[src/rtl/mem_port_arbiter.sv]
// Arbitrates a single-ported unified RAM between the fetch and memory stages.
// Round-robin on ties, fixed MEM_LAT-cycle access, one-cycle DONE that carries the valid pulse.
module mem_port_arbiter #(
  parameter int ADDR_W  = 32,
  parameter int DATA_W  = 32,
  parameter int MEM_LAT = 2
) (
  input  logic              i_clk,
  input  logic              i_rst_n,
  input  logic              i_if_req,
  input  logic [ADDR_W-1:0] i_if_addr,
  input  logic              i_mem_req,
  input  logic              i_mem_we,
  input  logic [ADDR_W-1:0] i_mem_addr,
  input  logic [DATA_W-1:0] i_mem_wdata,
  output logic [DATA_W-1:0] o_if_rdata,
  output logic              o_if_valid,
  output logic [DATA_W-1:0] o_mem_rdata,
  output logic              o_mem_valid,
  output logic              o_stall_if,
  output logic              o_stall_mem,
  output logic              o_ram_en,
  output logic              o_ram_we,
  output logic [ADDR_W-1:0] o_ram_addr,
  output logic [DATA_W-1:0] o_ram_wdata,
  input  logic [DATA_W-1:0] i_ram_rdata
);

  typedef enum logic [1:0] {IDLE, ACC_IF, ACC_MEM, DONE} state_t;

  localparam logic [3:0] CNT_INIT = 4'(MEM_LAT - 1);

  state_t     state;
  logic [3:0] cnt;
  logic       last_mem;   // 1: MEM held the most recent grant
  logic       grant_mem;

  // MEM wins when alone, or on a tie when IF was served last.
  assign grant_mem = i_mem_req & (~i_if_req | ~last_mem);

  assign o_stall_if  = i_if_req  & ~o_if_valid;
  assign o_stall_mem = i_mem_req & ~o_mem_valid;

  always_ff @(posedge i_clk or negedge i_rst_n) begin
    if (!i_rst_n) begin
      state       <= IDLE;
      cnt         <= '0;
      last_mem    <= 1'b0;
      o_ram_en    <= 1'b0;
      o_ram_we    <= 1'b0;
      o_ram_addr  <= '0;
      o_ram_wdata <= '0;
      o_if_rdata  <= '0;
      o_mem_rdata <= '0;
      o_if_valid  <= 1'b0;
      o_mem_valid <= 1'b0;
    end else begin
      o_if_valid  <= 1'b0;
      o_mem_valid <= 1'b0;
      case (state)
        IDLE: begin
          if (i_if_req | i_mem_req) begin
            state      <= grant_mem ? ACC_MEM : ACC_IF;
            last_mem   <= grant_mem;
            cnt        <= CNT_INIT;
            o_ram_en   <= 1'b1;
            o_ram_we   <= grant_mem & i_mem_we;
            o_ram_addr <= grant_mem ? i_mem_addr : i_if_addr;
            if (grant_mem) o_ram_wdata <= i_mem_wdata;
          end
        end
        ACC_IF, ACC_MEM: begin
          if (cnt == 4'd0) begin
            state    <= DONE;
            o_ram_en <= 1'b0;
            o_ram_we <= 1'b0;
            if (state == ACC_IF) begin
              o_if_rdata <= i_ram_rdata;
              o_if_valid <= 1'b1;
            end else begin
              if (!o_ram_we) o_mem_rdata <= i_ram_rdata;
              o_mem_valid <= 1'b1;
            end
          end else begin
            cnt <= cnt - 4'd1;
          end
        end
        DONE:    state <= IDLE;
        default: state <= IDLE;
      endcase
    end
  end

endmodule
[config.mk]
export PLATFORM = sky130hd
export DESIGN_NAME = mem_port_arbiter
export DESIGN_NICKNAME = d
export VERILOG_FILES = /design/src/rtl/mem_port_arbiter.sv
export SDC_FILE = /design/constraint.sdc
export NUM_CORES = 1
export LEC_CHECK = 0
export BUFFER_PORTS_ARGS = -buffer_cell sky130_fd_sc_hd__buf_2
export CAP_MARGIN = 20
export CORE_MARGIN = 4
export CORE_UTILIZATION = 35
export CTS_BUF_LIST = sky130_fd_sc_hd__clkbuf_4 sky130_fd_sc_hd__clkbuf_8
export DETAILED_ROUTE_END_ITERATION = 8
export PLACE_DENSITY = 0.61
export RECOVER_POWER = 25
export SETUP_SLACK_MARGIN = 0.3
export SYNTH_ARGS = -nofsm -noshare
export SYNTH_HDL_FRONTEND = slang
export SYNTH_SLANG_ARGS = --single-unit
export TNS_END_PERCENT = 10
[constraint.sdc]
create_clock -name i_clk -period 4.3 [get_ports i_clk]
set_input_delay 0.86 -clock i_clk [delete_from_list [all_inputs] [get_ports i_clk]]
set_output_delay 0.86 -clock i_clk [all_outputs]
set_load 0.03 [all_outputs]
==> results of run 1 <==
[Yosys cell counts, types with 2 or more instances]
library cell,instances,share of area
o32ai_1,2,0.0031
buf_4,4,0.0053
inv_1,8,0.0053
buf_2,4,0.0035
mux2_4,18,0.047
mux2_1,11,0.022
nand2_1,36,0.024
nand2_2,2,0.0022
or3b_2,2,0.0031
clkbuf_1,7,0.0046
o21ai_0,34,0.030
mux2i_1,32,0.056
o22ai_1,2,0.0022
dfrtp_1,139,0.61
mux2_2,68,0.13
nor2b_1,3,0.0033
ha_1,4,0.0088
buf_6,6,0.012
[worst paths after layout]
check	from	to	slack (ns)	depth (start not counted)
worst max-delay path	i_rst_n	o_ram_wdata[8]	1.75	2
worst min-delay path	i_rst_n	o_mem_rdata[10]	0.41	1
worst max register to register	state[0]	o_if_rdata[11]	1.90	5
worst min register to register	o_ram_addr[3]	o_ram_addr[3]	0.48	2
max in group i_clk	state[0]	o_if_rdata[11]	1.90	5
min in group i_clk	o_ram_addr[3]	o_ram_addr[3]	0.48	2
[layer usage]
metal	GRT usage	vias to the layer above
li1	-	1940
met1	0.176	1964
met2	0.251	146
met3	0.0479	25
met4	0.0610	0
met5	0	-
[logic make-up (layout without fill, tap and decap cells)]
group                    after synthesis  after routing
flip-flops                           139            139
multiplexers                         129            129
buffers and inverters                 29            309
AND/OR/NAND/NOR                       55             55
adder cells (fa/ha/maj)                4              4
AO/OA/AOI/OAI                         46             46
[state kept, by name (all words and copies together), names as in the netlist, 2 cells and up]
name         count
o_if_rdata      32
o_ram_addr      32
o_ram_wdata     32
state            2
cnt              4
o_mem_rdata     32
[final cells by class]
cell class | count | share of cell area
timing repair buffer | 270 | 0.181
tap | 216 | 0.0355
inverter | 8 | 0.00394
clock inverter | 10 | 0.0120
sequential | 139 | 0.456
clock buffer | 21 | 0.0379
multi-input combinational | 234 | 0.274
[power breakdown]
group	switching, mW	internal [mW]	total (mW)
Clock	0.490	0.515	1.00
Combinational	2.17	1.22	3.39
Sequential	0.326	1.97	2.29
Total	2.99	3.70	6.69
[metrics by stage]
step                      total power [mW]  cell area [µm²]  instances  setup WS, ns  hold slack (ns)
after floorplan                       4.70             5720        402          2.12            0.446
after global placement                5.65             7240        866          1.93            0.463
after detailed placement              5.74             7240        866          1.89            0.468
after CTS                             6.78             7620        897          1.88            0.415
after global routing                  7.11             7620        898          1.27            0.414
final                                 6.69             7620        898          1.75            0.406
==> summary.md, run 1 <==
| Metric | Value |
|---|---|
| CTS Buf Count | 17 |
| Worst path slowest cell | clkbuf_2 |
| CP top delay family | buffers and inverters |
| WP data required | 4.51 ns |
| Final Cycle Share | 0.594 |
| Worst-Skew Late Latency | 0.43 ns |
| # hold bufs at CTS | 0 |
| Routed WL | 13,900 µm |
| Initial antenna violation count | 0 |
| IO Count | 267 |
| Leading cell types in the layout, fill and taps excluded | 265 x buf_2, 139 x dfrtp_1, 68 x mux2_2 |
| Mux cell area share after synthesis | 0.259 |
| Root Buffer Master | clkbuf_8 |
| Post-DRT Antenna Nets | 0 |
| Clock H-tree levels | 4 |
| Post-synth EDFFs | 0 |
| Adder-Cell Fraction of Synth Area | 0.00876 |
| Worst rel slew slack | -0.157 |
| I/O Buffers | 266 |
| RSZ-0062 raised after global routing | false |
| Initial DRC count | 145 |
| Final Wtd Congestion | 0.808 |
| HP Class | in2async |
| Post-Syn Area per Cell | 14.2 µm² |
| DR pass1 iterations | 4 |
| Crit-path max cell delay | 1.34 ns |
| DRC violations left | 0 |
| Synth Area in Compound Gates | 0.0460 |
| Syn Inst Count | 402 |
| WL met2 | 7140 µm |
| Area of the multi-input gates | 2090 µm² |
| Die boundary width | 136 µm |
| P&R area growth vs syn | 33.4% |
| Initial Util | 0.358 |
| Post-Synth Simple-Gate Area | 0.0473 |
| Yosys warns | 0 |
| Data arrival, critical path | 2.77 ns |
| Syn_nets | 539 |
| Final layout net count | 807 |
| GRT overflow | 0 |
| Fin Setup TNS | 0 ns |
| Rows | 46 |
| Gr usage total | 0.149 |
| Post-layout util | 0.478 |
| Post-Synth XOR/XNOR Area | 0 |
| Critical-path maximum fanout | 71 |
| Detailed-route via count | 4,075 |
| DP Wirelength | 10,400 µm |
| Worst path bufs/invs | 2 |
| Post-CTS Setup Inserts | 0 |
| Ant diodes | 0 |
| Sink Count | 139 |
| Combinational family with the most area after synthesis | multiplexers |
| Die area | 18,400 µm² |
| PD cells | 878 nW/µm² |
| Leakage | 3.91 nW |
| Clk slew on worst S/H paths | 0.08 ns |
| Register area | 3480 µm² |
| Critical path type | in2async |
| Clock Skew | 0.0103 ns |
| Endpoint type of the worst setup path | asynchronous set/reset pin |
| TritonCTS clock tree | built |
| First-pass GRT wire length | 21,500 µm |
| Largest net degree at the start of global routing | 72 |
| CP cell instances | buf_6 > clkbuf_2 |
| Vias in the first global route | 4,206 |
| # fillers | 1,460 |
| MaxCap Viol Count | 1 |
| Async SR Flop Fraction | 1.00 |
| Share of post-route cells with drive strength above 1 | 0.582 |
| Failing checks | max-capacitance violations, max-slew violations |
| Die H | 136 µm |
| Hold Fails Final Rpt | 0 |
| VDD IR max | 0.364 mV |
| Post-CTS Resized | 0 |
| Seq cells post-synth | 139 |
| Sequential area share after synthesis | 0.609 |
| Post-Synthesis Cell Area | 5720 µm² |
| Prevailing post-synth register cell | dfrtp_1 |
| Worst Tran Pin Value | 1.73 ns |
| Routed wl met3 | 947 µm |
| Fmax | 392 MHz |
| Final Max Slew Viols | 72 |
| Outcome | finished with violations |
| Max layer used | met4 |
| Max clock buf depth | 2 |
| Synth unique cells | 38 |
| Startpoint types | primary input |
| Min Tclk post-route | 2.55 ns |
| Wl on met1 | 5460 µm |
| WL per Instance | 15.4 µm |
| Final Setup Violations | 0 |
| Most common cell after layout, fill and taps aside | buf_2 |
| Core ar. | 15,900 µm² |
| Vias/cell | 4.54 |
No activity file was read; power rests on OpenSTA's default activity.
==> run 2: changes to the inputs <==
--- a/config.mk
+++ b/config.mk
@@ -11,7 +11,7 @@
 export CORE_UTILIZATION = 35
 export CTS_BUF_LIST = sky130_fd_sc_hd__clkbuf_4 sky130_fd_sc_hd__clkbuf_8
 export DETAILED_ROUTE_END_ITERATION = 8
-export PLACE_DENSITY = 0.61
+export PLACE_DENSITY = 0.63
 export RECOVER_POWER = 25
 export SETUP_SLACK_MARGIN = 0.3
 export SYNTH_ARGS = -nofsm -noshare
==> constraint.sdc (replaced) <==
create_clock -name i_clk -period 2.3 [get_ports i_clk]
set_input_delay 0.46 -clock i_clk [delete_from_list [all_inputs] [get_ports i_clk]]
set_output_delay 0.46 -clock i_clk [all_outputs]
set_load 0.03 [all_outputs]
==> run 2 against run 1 <==
The flow now finishes without violations; total power rose by 92%; clock skew is essentially flat; combinational power rose by 89%; flip-flop and latch count unchanged; cell area rose by 2.1%; critical path type is now reg2reg; largest power group unchanged.
==> summary.md, run 2 (synthesis results as in run 1) <==
| Metric | Value |
|---|---|
| DP Area | 7340 µm² (+1.5%) |
| CTS Buf Count | 17 (unchanged) |
| Clk slew on worst S/H paths | 0.08 ns (about the same) |
| Die H | 136 µm (unchanged) |
| TritonCTS clock tree | built |
| Outcome | finished, final reports clean |
| Worst path bufs/invs | 2 (unchanged) |
| Final Setup Violations | 0 (unchanged) |
| DRC violations left | 0 (unchanged) |
| PD cells | 1650 nW/µm² (+88%) |
| Gr usage total | 0.154 (+0.00525) |
| Critical-path maximum fanout | 33 (-54%) |
| Initial antenna violation count | 0 (unchanged) |
| Vias/cell | 4.56 (+0.54%) |
| WL met2 | 7590 µm (+6.2%) |
| Root Buffer Master | clkbuf_8 |
| Rows | 46 (unchanged) |
| Hold Fails Final Rpt | 0 (unchanged) |
| Final Wtd Congestion | 0.766 (-5.1%) |
| Endpoint type of the worst setup path | register |
| Clock H-tree levels | 4 (unchanged) |
| Leakage | 3.98 nW (+1.8%) |
| Initial DRC count | 100 (-31%) |
| Worst Tran Pin Value | 1.33 ns (-0.402 ns) |
| Die boundary width | 136 µm (unchanged) |
| Startpoint types | register |
| IO Count | 267 (unchanged) |
| Routed WL | 14,400 µm (+4.0%) |
| CP cell instances | inv_1 > ha_1 > and4bb_2 > nand2_2 > buf_12 > mux2_2 |
| Switching power | 5.61 mW (+88%) |
| DP Wirelength | 11,000 µm (+6.5%) |
| Clock Power Share | 0.163 (+0.013) |
| Crit-path max cell delay | 0.42 ns (-0.92 ns) |
| Worst path slowest cell | dfrtp_1 |
| Die area | 18,400 µm² (unchanged) |
| I/O Buffers | 266 (unchanged) |
| Critical path type | reg2reg |
| Fin Setup TNS | 0 ns (unchanged) |
| Final layout net count | 813 (+0.74%) |
| Post-CTS Setup Inserts | 0 (unchanged) |
| Min Tclk post-route | 1.88 ns |
| Worst rel slew slack | 0.111 (+0.268) |
| Wl on met1 | 5620 µm (+3.0%) |
| Most common cell after layout, fill and taps aside | buf_2 |
| HP Class | in2reg |
| Clock Skew | 0.00996 ns (-0.000377 ns) |
| Area of the multi-input gates | 2090 µm² (unchanged) |
| RSZ-0062 raised after global routing | false |
| # fillers | 1,444 (-1.1%) |
| Final Cell Area | 7780 µm² (+2.1%) |
| Vias in the first global route | 4,359 (+3.6%) |
| Combinational Power Share | 0.500 (-0.007) |
| Post-DRT Antenna Nets | 0 (unchanged) |
| Detailed-route via count | 4,129 (+1.3%) |
| Sw Share | 0.437 (-0.00927) |
| Flop pwr share | 0.336 (-0.007) |
| Max clock buf depth | 2 (unchanged) |
| Final Max Slew Viols | 0 (-100%) |
| Max layer used | met4 |
| Register area | 3480 µm² (unchanged) |
| VDD IR max | 0.566 mV (+56%) |
| Worst-Skew Late Latency | 0.43 ns (about the same) |
| Leading cell types in the layout, fill and taps excluded | 265 x buf_2, 139 x dfrtp_1, 68 x mux2_2 |
| WP data required | 2.62 ns (-1.89 ns) |
| Routed wl met3 | 960 µm (+1.4%) |
| Initial Util | 0.358 (unchanged) |
| Sink Count | 139 (unchanged) |
| Data arrival, critical path | 2.19 ns (-0.58 ns) |
| First-pass GRT wire length | 22,200 µm (+3.3%) |
| Ant diodes | 0 (unchanged) |
| P&R area growth vs syn | 36.1% |
| DR pass1 iterations | 4 (unchanged) |
| Core ar. | 15,900 µm² (unchanged) |
| Share of post-route cells with drive strength above 1 | 0.585 (+0.00279) |
| WL per Instance | 15.9 µm (+3.2%) |
| Final Cycle Share | 0.816 |
| Fmax | 533 MHz |
| MaxCap Viol Count | 0 (-1) |
| CP top delay family | flip-flops |
| Int Pwr | 7.22 mW (+95%) |
| GRT overflow | 0 (unchanged) |
| Largest net degree at the start of global routing | 52 (-28%) |
## run 2: worst reg2reg max path: stages (launching register included)
cell,delay (ns)
dfrtp_1,0.42
inv_1,0.06
ha_1,0.32
and4bb_2,0.28
nand2_2,0.10
buf_12,0.22
mux2_2,0.38
## run 2: cell type report
cell class	count	area share
Timing Repair Buffer	276	0.191
Clock inverter	9	0.0174
Sequential cell	139	0.447
Inverter	8	0.00386
Tap cell	216	0.0347
Clock buffer	23	0.0383
Multi-Input combinational cell	234	0.268
## run 2: final timing paths
check / startpoint / endpoint / slack (ns) / cells after the start
min in group asynchronous: i_rst_n / o_if_rdata[3] / 0.86 / 2
min reg2reg: o_ram_addr[0] / o_ram_addr[0] / 0.48 / 2
max in group asynchronous: i_rst_n / o_mem_rdata[1] / 0.55 / 3
max reg2reg: state[0] / o_if_rdata[9] / 0.42 / 6
max: state[0] / o_if_rdata[9] / 0.42 / 6
min: i_mem_wdata[25] / o_ram_wdata[25] / 0.24 / 2
## run 2: repair_timing
action                    CTS  global route
hold endpoints to repair   49             0
resized for setup           0             0
hold buffers                1             0
## run 2: through the flow
step / util / setup slack, ns / hold WS (ns) / power, mW / std cells
6_report: 0.488 / 0.423 / 0.244 / 12.8 / 905
5_1_grt: 0.488 / 0.297 / 0.214 / 13.6 / 905
4_1_cts: 0.488 / 0.415 / 0.205 / 13.0 / 905
3_5_place_dp: 0.461 / 0.428 / 0.448 / 10.9 / 872
3_3_place_gp: 0.459 / 0.299 / 0.446 / 10.7 / 871
2_1_floorplan: - / 0.576 / 0.164 / 8.79 / 402
## run 2: power groups by stage
stage	Clock, mW	Combinational [mW]	Sequential [mW]
2_1_floorplan	0	2.15	6.64
3_3_place_gp	0	6.34	4.32
3_5_place_dp	0	6.51	4.36
4_1_cts	2.18	6.51	4.34
5_1_grt	2.29	6.84	4.46
6_report	2.10	6.42	4.32
## run 2: per-layer routing
metal  vias up  global-route usage
li1       1962                   -
met1      1997               0.180
met2       150               0.268
met3        20              0.0483
met4         0              0.0515
met5         -                   0
